## config.mk

```make
export PLATFORM = sky130hd
export DESIGN_NAME = tdm_demux_1to4
export DESIGN_NICKNAME = d
export VERILOG_FILES = /design/src/rtl/tdm_pkg.sv /design/src/rtl/tdm_slot_counter.sv /design/src/rtl/tdm_demux_1to4.sv
export SDC_FILE = /design/constraint.sdc
export NUM_CORES = 1
export LEC_CHECK = 0
export ABC_AREA = 0
export CAP_MARGIN = 20
export CELL_PAD_IN_SITES_DETAIL_PLACEMENT = 1
export CELL_PAD_IN_SITES_GLOBAL_PLACEMENT = 1
export CORE_MARGIN = 2
export CORE_UTILIZATION = 31
export CTS_CLUSTER_DIAMETER = 150
export CTS_CLUSTER_SIZE = 14
export DETAILED_ROUTE_END_ITERATION = 12
export PLACE_DENSITY_LB_ADDON = 0.1
export SLEW_MARGIN = 25
export SYNTH_ARGS = -nofsm -noshare
export SYNTH_HDL_FRONTEND = slang
export SYNTH_HIERARCHICAL = 1
export SYNTH_SLANG_ARGS = --single-unit
```

## constraint.sdc

```tcl
create_clock -name clk -period 1.7 [get_ports clk]
set_clock_uncertainty 0.05 [all_clocks]
set_input_delay 0.425 -clock clk [delete_from_list [all_inputs] [get_ports clk]]
set_output_delay 0.425 -clock clk [all_outputs]
set_load 0.03 [all_outputs]
```

## src/rtl/tdm_pkg.sv

```systemverilog
// Shared TDM framing constants and FSM state encoding for the mux and demux sides.
package tdm_pkg;

  localparam int unsigned NUM_CH = 4;
  localparam int unsigned SLOT_W = 2;

  localparam logic [SLOT_W-1:0] LastSlot = SLOT_W'(NUM_CH - 1);

  typedef enum logic [0:0] {
    StHunt   = 1'b0,
    StLocked = 1'b1
  } tdm_state_e;

endpackage

```

## src/rtl/tdm_slot_counter.sv

```systemverilog
// Slot index counter: synchronous clear, load-to-1 and increment with natural wrap at 3.
module tdm_slot_counter
  import tdm_pkg::*;
(
  input  logic              clk_i,
  input  logic              rst_i,
  input  logic              en_i,
  input  logic              clr_i,
  input  logic              load_one_i,
  output logic [SLOT_W-1:0] cnt_o
);

  logic [SLOT_W-1:0] cnt_d, cnt_q;

  // Next count: clear beats load, load beats increment.
  always_comb begin
    cnt_d = cnt_q;
    if (clr_i) begin
      cnt_d = '0;
    end else if (load_one_i) begin
      cnt_d = SLOT_W'(1);
    end else if (en_i) begin
      cnt_d = cnt_q + SLOT_W'(1);
    end
  end

  // Count register with synchronous active-high reset.
  always_ff @(posedge clk_i) begin
    if (rst_i) begin
      cnt_q <= '0;
    end else begin
      cnt_q <= cnt_d;
    end
  end

  assign cnt_o = cnt_q;

endmodule

```

## src/rtl/tdm_demux_1to4.sv

```systemverilog
// 1-to-4 TDM demultiplexer: locks to frame_sync, collects slots 0..2 in a shadow
// register and publishes all four channels together on the slot-3 sample.
module tdm_demux_1to4
  import tdm_pkg::*;
#(
  parameter int unsigned DATA_W = 1
) (
  input  logic              clk,
  input  logic              rst,
  input  logic              en,
  input  logic [DATA_W-1:0] din,
  input  logic              frame_sync,
  output logic [DATA_W-1:0] y0,
  output logic [DATA_W-1:0] y1,
  output logic [DATA_W-1:0] y2,
  output logic [DATA_W-1:0] y3,
  output logic [SLOT_W-1:0] sel,
  output logic              locked,
  output logic              frame_valid,
  output logic              sync_err
);

  tdm_state_e state_d, state_q;

  logic [DATA_W-1:0] shadow_d [NUM_CH-1];
  logic [DATA_W-1:0] shadow_q [NUM_CH-1];
  logic [DATA_W-1:0] y0_d, y0_q, y1_d, y1_q, y2_d, y2_q, y3_d, y3_q;
  logic              locked_d, locked_q;
  logic              frame_valid_d, frame_valid_q;
  logic              sync_err_d, sync_err_q;

  logic              cnt_clr, cnt_load, cnt_inc;
  logic [SLOT_W-1:0] sel_q;

  tdm_slot_counter u_slot_counter (
    .clk_i      (clk),
    .rst_i      (rst),
    .en_i       (cnt_inc),
    .clr_i      (cnt_clr),
    .load_one_i (cnt_load),
    .cnt_o      (sel_q)
  );

  // Framing FSM, slot capture and frame publication; everything holds when en=0.
  always_comb begin
    state_d       = state_q;
    shadow_d      = shadow_q;
    y0_d          = y0_q;
    y1_d          = y1_q;
    y2_d          = y2_q;
    y3_d          = y3_q;
    frame_valid_d = 1'b0;
    sync_err_d    = 1'b0;
    cnt_clr       = 1'b0;
    cnt_load      = 1'b0;
    cnt_inc       = 1'b0;

    if (en) begin
      unique case (state_q)
        StHunt: begin
          if (frame_sync) begin
            shadow_d[0] = din;
            cnt_load    = 1'b1;
            state_d     = StLocked;
          end
        end
        StLocked: begin
          if (frame_sync) begin
            // Normal frame start at slot 0; anywhere else the partial frame is dropped.
            shadow_d[0] = din;
            cnt_load    = 1'b1;
            sync_err_d  = (sel_q != '0);
          end else if (sel_q == '0) begin
            state_d    = StHunt;
            cnt_clr    = 1'b1;
            sync_err_d = 1'b1;
          end else if (sel_q == LastSlot) begin
            y0_d          = shadow_q[0];
            y1_d          = shadow_q[1];
            y2_d          = shadow_q[2];
            y3_d          = din;
            frame_valid_d = 1'b1;
            cnt_inc       = 1'b1;
          end else begin
            case (sel_q)
              2'd1:    shadow_d[1] = din;
              default: shadow_d[2] = din;
            endcase
            cnt_inc = 1'b1;
          end
        end
        default: state_d = StHunt;
      endcase
    end

    locked_d = (state_d == StLocked);
  end

  // State, shadow and output registers with synchronous active-high reset.
  always_ff @(posedge clk) begin
    if (rst) begin
      state_q       <= StHunt;
      shadow_q      <= '{default: '0};
      y0_q          <= '0;
      y1_q          <= '0;
      y2_q          <= '0;
      y3_q          <= '0;
      locked_q      <= 1'b0;
      frame_valid_q <= 1'b0;
      sync_err_q    <= 1'b0;
    end else begin
      state_q       <= state_d;
      shadow_q      <= shadow_d;
      y0_q          <= y0_d;
      y1_q          <= y1_d;
      y2_q          <= y2_d;
      y3_q          <= y3_d;
      locked_q      <= locked_d;
      frame_valid_q <= frame_valid_d;
      sync_err_q    <= sync_err_d;
    end
  end

  assign y0          = y0_q;
  assign y1          = y1_q;
  assign y2          = y2_q;
  assign y3          = y3_q;
  assign sel         = sel_q;
  assign locked      = locked_q;
  assign frame_valid = frame_valid_q;
  assign sync_err    = sync_err_q;

endmodule

```

* Word-level counts from Yosys, hierarchy flattened
Index checks and enable logic that the tools add are counted.
Word-level totals: bits in registers 12, input port bits 5, output and inout bits 9, word-level logic and storage cells 49
Operators by class: $add $sub $neg 1, equality and inequality tests 2, multiplexer cells 17, bitwise gates (word level) 6, reductions and logical operators 11
Operators with widths (count):
- $mux W1 | 16
- $reduce_and A6 Y1 | 2
- $not A1 Y1 | 6
- $reduce_or A3 Y1 | 2
- $reduce_and A5 Y1 | 1
- $reduce_or A5 Y1 | 1
- $reduce_bool A2 Y1 | 2
- $add A2 B1 Y2 const B | 1
- $eq A2 B1 Y1 const B | 1
- $eq A2 B2 Y1 const B | 1
- $logic_not A2 Y1 | 1
- $pmux W1 S2 | 1
- $reduce_and A2 Y1 | 1
- $reduce_or A2 Y1 | 1

* Depth between registers and ports, before layout
depth after elaboration 7, gate-level depth with buffers 7, gate-level depth less buffers 7

* Cells and area by module
Netlist, hierarchy kept.
By module, submodules not included:
- tdm_demux_1to4 | instances 1, cells each 51, area an instance 475.5 um2, seq. area each 200.2 um2
- tdm_slot_counter | instances 1, cells each 8, area an instance 92.6 um2, seq. area each 40.0 um2

* Worst setup path before layout
Ideal clock, no wire load.
path kind register to register, start point reg u_slot_counter.cnt_q[0] (netlist: u_slot_counter/cnt_o[0]), end point reg u_slot_counter.cnt_q[1] (netlist: u_slot_counter/cnt_o[1]), library setup time 103 ps, arrival 1729 ps, required time 1547 ps, path slack -183 ps, cell stages (with the launch flop) 8, buffers on the path 0, clock period less this slack 1883 ps, cell sequence dfxtp_1 -> inv_1 -> ha_1 -> inv_1 -> ha_1 -> and3_4 -> nand3b_1 -> a2111oi_2
On the way: elaborated cells on any way between the ends 11, those cells by class add/sub (1); mux (8); reduce/logical (2)
RTL lines:
- start, declared | line tdm_slot_counter.sv:13 | logic [SLOT_W-1:0] cnt_d, cnt_q;
- start signal, assigned | line tdm_slot_counter.sv:32 | cnt_q <= cnt_d;
- $logic_not A2 Y1 | line tdm_demux_1to4.sv:73 | end else if (sel_q == '0) begin
- $mux W1 | line tdm_demux_1to4.sv:73
- $mux W1 | line tdm_demux_1to4.sv:68 | if (frame_sync) begin
- $mux W1 | line tdm_demux_1to4.sv:59 | unique case (state_q)
- $mux W1 | line tdm_demux_1to4.sv:58 | if (en) begin
- via cnt_inc | line tdm_demux_1to4.sv:32 | logic cnt_clr, cnt_load, cnt_inc;
The timed path passes the listed nets, and every way through them passes these cells. A chain may end at the register's enable or synchronous reset.

* Worst setup path in the final report
start point reg u_slot_counter.cnt_q[1] (netlist: u_slot_counter/cnt_o[1]), end point reg u_slot_counter.cnt_q[1] (netlist: u_slot_counter/cnt_o[1])
Same word-level chain as after synthesis.

==> impl_metrics.toml <==
[sta]
worst_slew_pin_slew_ns = 0.308
slew_viol_final = 0
worst_slack_ns = 0.0730
setup_viol = 0
hold_viol_final = 0
min_period_ns = 1.63
slew_headroom_pct = 79.6
fin_crit_sh_pct = 95.7
fmax_mhz = 615

[logic_synthesis]
ys_top_cells_by_area = "dfxtp_1 (42%), ha_1 (11%), nand3b_1 (5.3%)"
syn_area_sq_um = 568
seq_area_frac_synth_pct = 42.3
yosys.cell_types.count = 25
synth.net_count = 69
synthCells = 59
yosys_warnings = 6
synth_top_area_cell = "dfxtp_1"
yosys_register_bits = 12
syn_avg_cell_area_sq_um = 9.63
synth_top_area_share_pct = 42.3

[floorplanning]
dieArea_sq_um = 2190
die_x_microns = 46.8
num_rows = 15
ioPinCount = 14
start_util_pct = 32.9
die_y_microns = 46.8
coreArea_sq_um = 1730

[route]
dr_wl_met2_microns = 640
dr.first_iter.drc_count = 4
wire_per_inst_microns = 11.9
finalWirelength_microns = 1310
drt-met1-wl_microns = 606
wl_met3_microns = 46
drt-pass1-iter-count = 3
top_layer_used = "met4"
ant_nets = 0
drc = 0
via_count = 495
vias_per_cell = 4.50

[worst_hold_path]
min_from = "y0"
hold_path_class = "flop to flop"

[placement]
place_congestion = 0.759
hpwl_microns = 989
place_area_sq_um = 782
pre_cts_ws_ns = -0.314
port_buffers = 13

[cells_and_area]
syn2layout_area_growth_pct = 47.1
fin_area_sq_um = 836
num-nets-final = 96
drive_gt1_share_pct = 30.6
layout_common_cells = "dfxtp_1 (10), dlygate4sd2_1 (10), buf_4 (10), nand2_1 (5)"
n_antenna_cell = 0

[grt]
grt_start_max_net_pins = 8
grt_first_pass_wirelength_microns = 2010
grt_overflow = 0
grt_use_total_pct = 13.3
grt_pass1_vias = 487
antenna_found_initial = 0

[cts]
cts_tree = "built"
clk_pin_slew_worst_paths_ns = 0.08
ctsHoldBuffers = 0
root_buffer = "clkbuf_4"
cts_buffer_depth = 2
cts_made_buffers = 3
worstSkewPairLatency_ns = 0.26
htree_levels = 1
numClockSinks = 12

[run_status]
status = "finished clean"

[setup_path]
worst-path-max-fanout = 5
cp_data_required_time_ns = 1.81
r2r_start = "u_slot_counter/cnt_o[1]"
cp.arrival_ns = 1.73
criticalPathCategory = "flop to flop"
cp-startpoint = "u_slot_counter/cnt_o[1]"
end_kind = "flop"
startpoint_type = "flop"

[job]
maxCapViolations = 0

[power_and_ir_drop]
peakVddDrop_mv = 0.297
powerDensity_nw_per_um2 = 703
p_leak_nw = 0.380
==> critical path: stages, from the launching register on <==
cell	delay [ns]
dfxtp_4	0.37
inv_2	0.04
ha_2	0.17
inv_1	0.05
ha_2	0.17
and3_4	0.20
nand3b_1	0.10
a2111oi_2	0.36
==> layout make-up <==
cell class / count / area [sq um]
multi-input cells: 42 / 313
fillers: 217 / 891
well taps: 25 / 31.3
repair buffers: 23 / 193
flip-flops and latches: 12 / 248
inverters: 4 / 15.0
clock buffers: 4 / 36.3
==> cell families after synthesis <==
logic type / Yosys count / share of synthesized area (%)
AOI/OAI and AO/OA: 8 / 10.1
xor gates and xnor gates: 1 / 1.54
adders and majority gates: 5 / 11.0
buffers and inverters: 5 / 3.52
DFF: 12 / 42.3
muxes: 2 / 3.52
and+or+nand+nor: 26 / 28.0
==> registers in the layout, summed over array words and instances, names as in the netlist <==
| name | flops |
|---|---|
| y1 | 1 |
| sync_err | 1 |
| y0 | 1 |
| frame_valid | 1 |
| y3 | 1 |
| locked | 1 |
| y2 | 1 |
| u_slot_counter/cnt_o | 2 |
| shadow_q | 3 |
==> Yosys cell counts <==
library cell / instances
buf_2: 1
dfxtp_1: 12
o21ai_0: 3
nor4_1: 1
o21a_1: 1
a21oi_1: 2
and3_4: 1
nor3_2: 1
nand2b_1: 4
and3_2: 1
nor3_1: 1
nand2_2: 1
nand3b_1: 4
mux2i_1: 2
inv_1: 4
nand4_1: 1
xor2_1: 1
and2_4: 1
ha_1: 5
a2111oi_2: 1
nor2_1: 3
a21bo_1: 1
nor3b_1: 1
nand2_1: 5
nand3_1: 1
==> metal layers <==
| metal | track usage, % | vias to the layer above |
|---|---|---|
| met3 | 2.31 | 2 |
| met5 | 0 | - |
| met1 | 16.5 | 228 |
| met4 | 6.67 | 0 |
| li1 | - | 256 |
| met2 | 22.2 | 9 |
==> repair_timing <==
| item | CTS | global route |
|---|---|---|
| setup endpoints to repair | 10 | 1 |
| pin swaps | 1 | 2 |
| setup buffers | 3 | 0 |
| resized for setup | 14 | 1 |
| gates cloned | 0 | 0 |
==> worst paths after layout <==
check / end / slack, ns / cells past startpoint
hold / removal: y0 / 0.41 / 2
hold reg to reg: y0 / 0.41 / 2
setup reg to reg: u_slot_counter/cnt_o[1] / 0.07 / 7
setup / recovery: u_slot_counter/cnt_o[1] / 0.07 / 7
==> stage by stage <==
| step | power (mW) | utilization [%] | cells | hold WS (ns) | TNS [ns] |
|---|---|---|---|---|---|
| after floorplan | 0.335 | - | 59 | 0.394 | 0 |
| after global placement | 0.372 | 45.3 | 103 | 0.393 | -0.700 |
| after detailed placement | 0.373 | 45.3 | 103 | 0.405 | -0.867 |
| after CTS | 0.600 | 48.3 | 110 | 0.414 | 0 |
| after global routing | 0.619 | 48.4 | 110 | 0.439 | -0.00574 |
| final | 0.588 | 48.4 | 110 | 0.405 | 0 |
==> where the power goes <==
group | switching [mW] | leakage [nW] | internal, mW | total (mW)
clock network | 0.0877 | 0.0210 | 0.130 | 0.218
registers | 0.00226 | 0.0987 | 0.284 | 0.286
logic | 0.0425 | 0.260 | 0.0415 | 0.0839
Note: power is estimated with default switching activity, not from simulation.
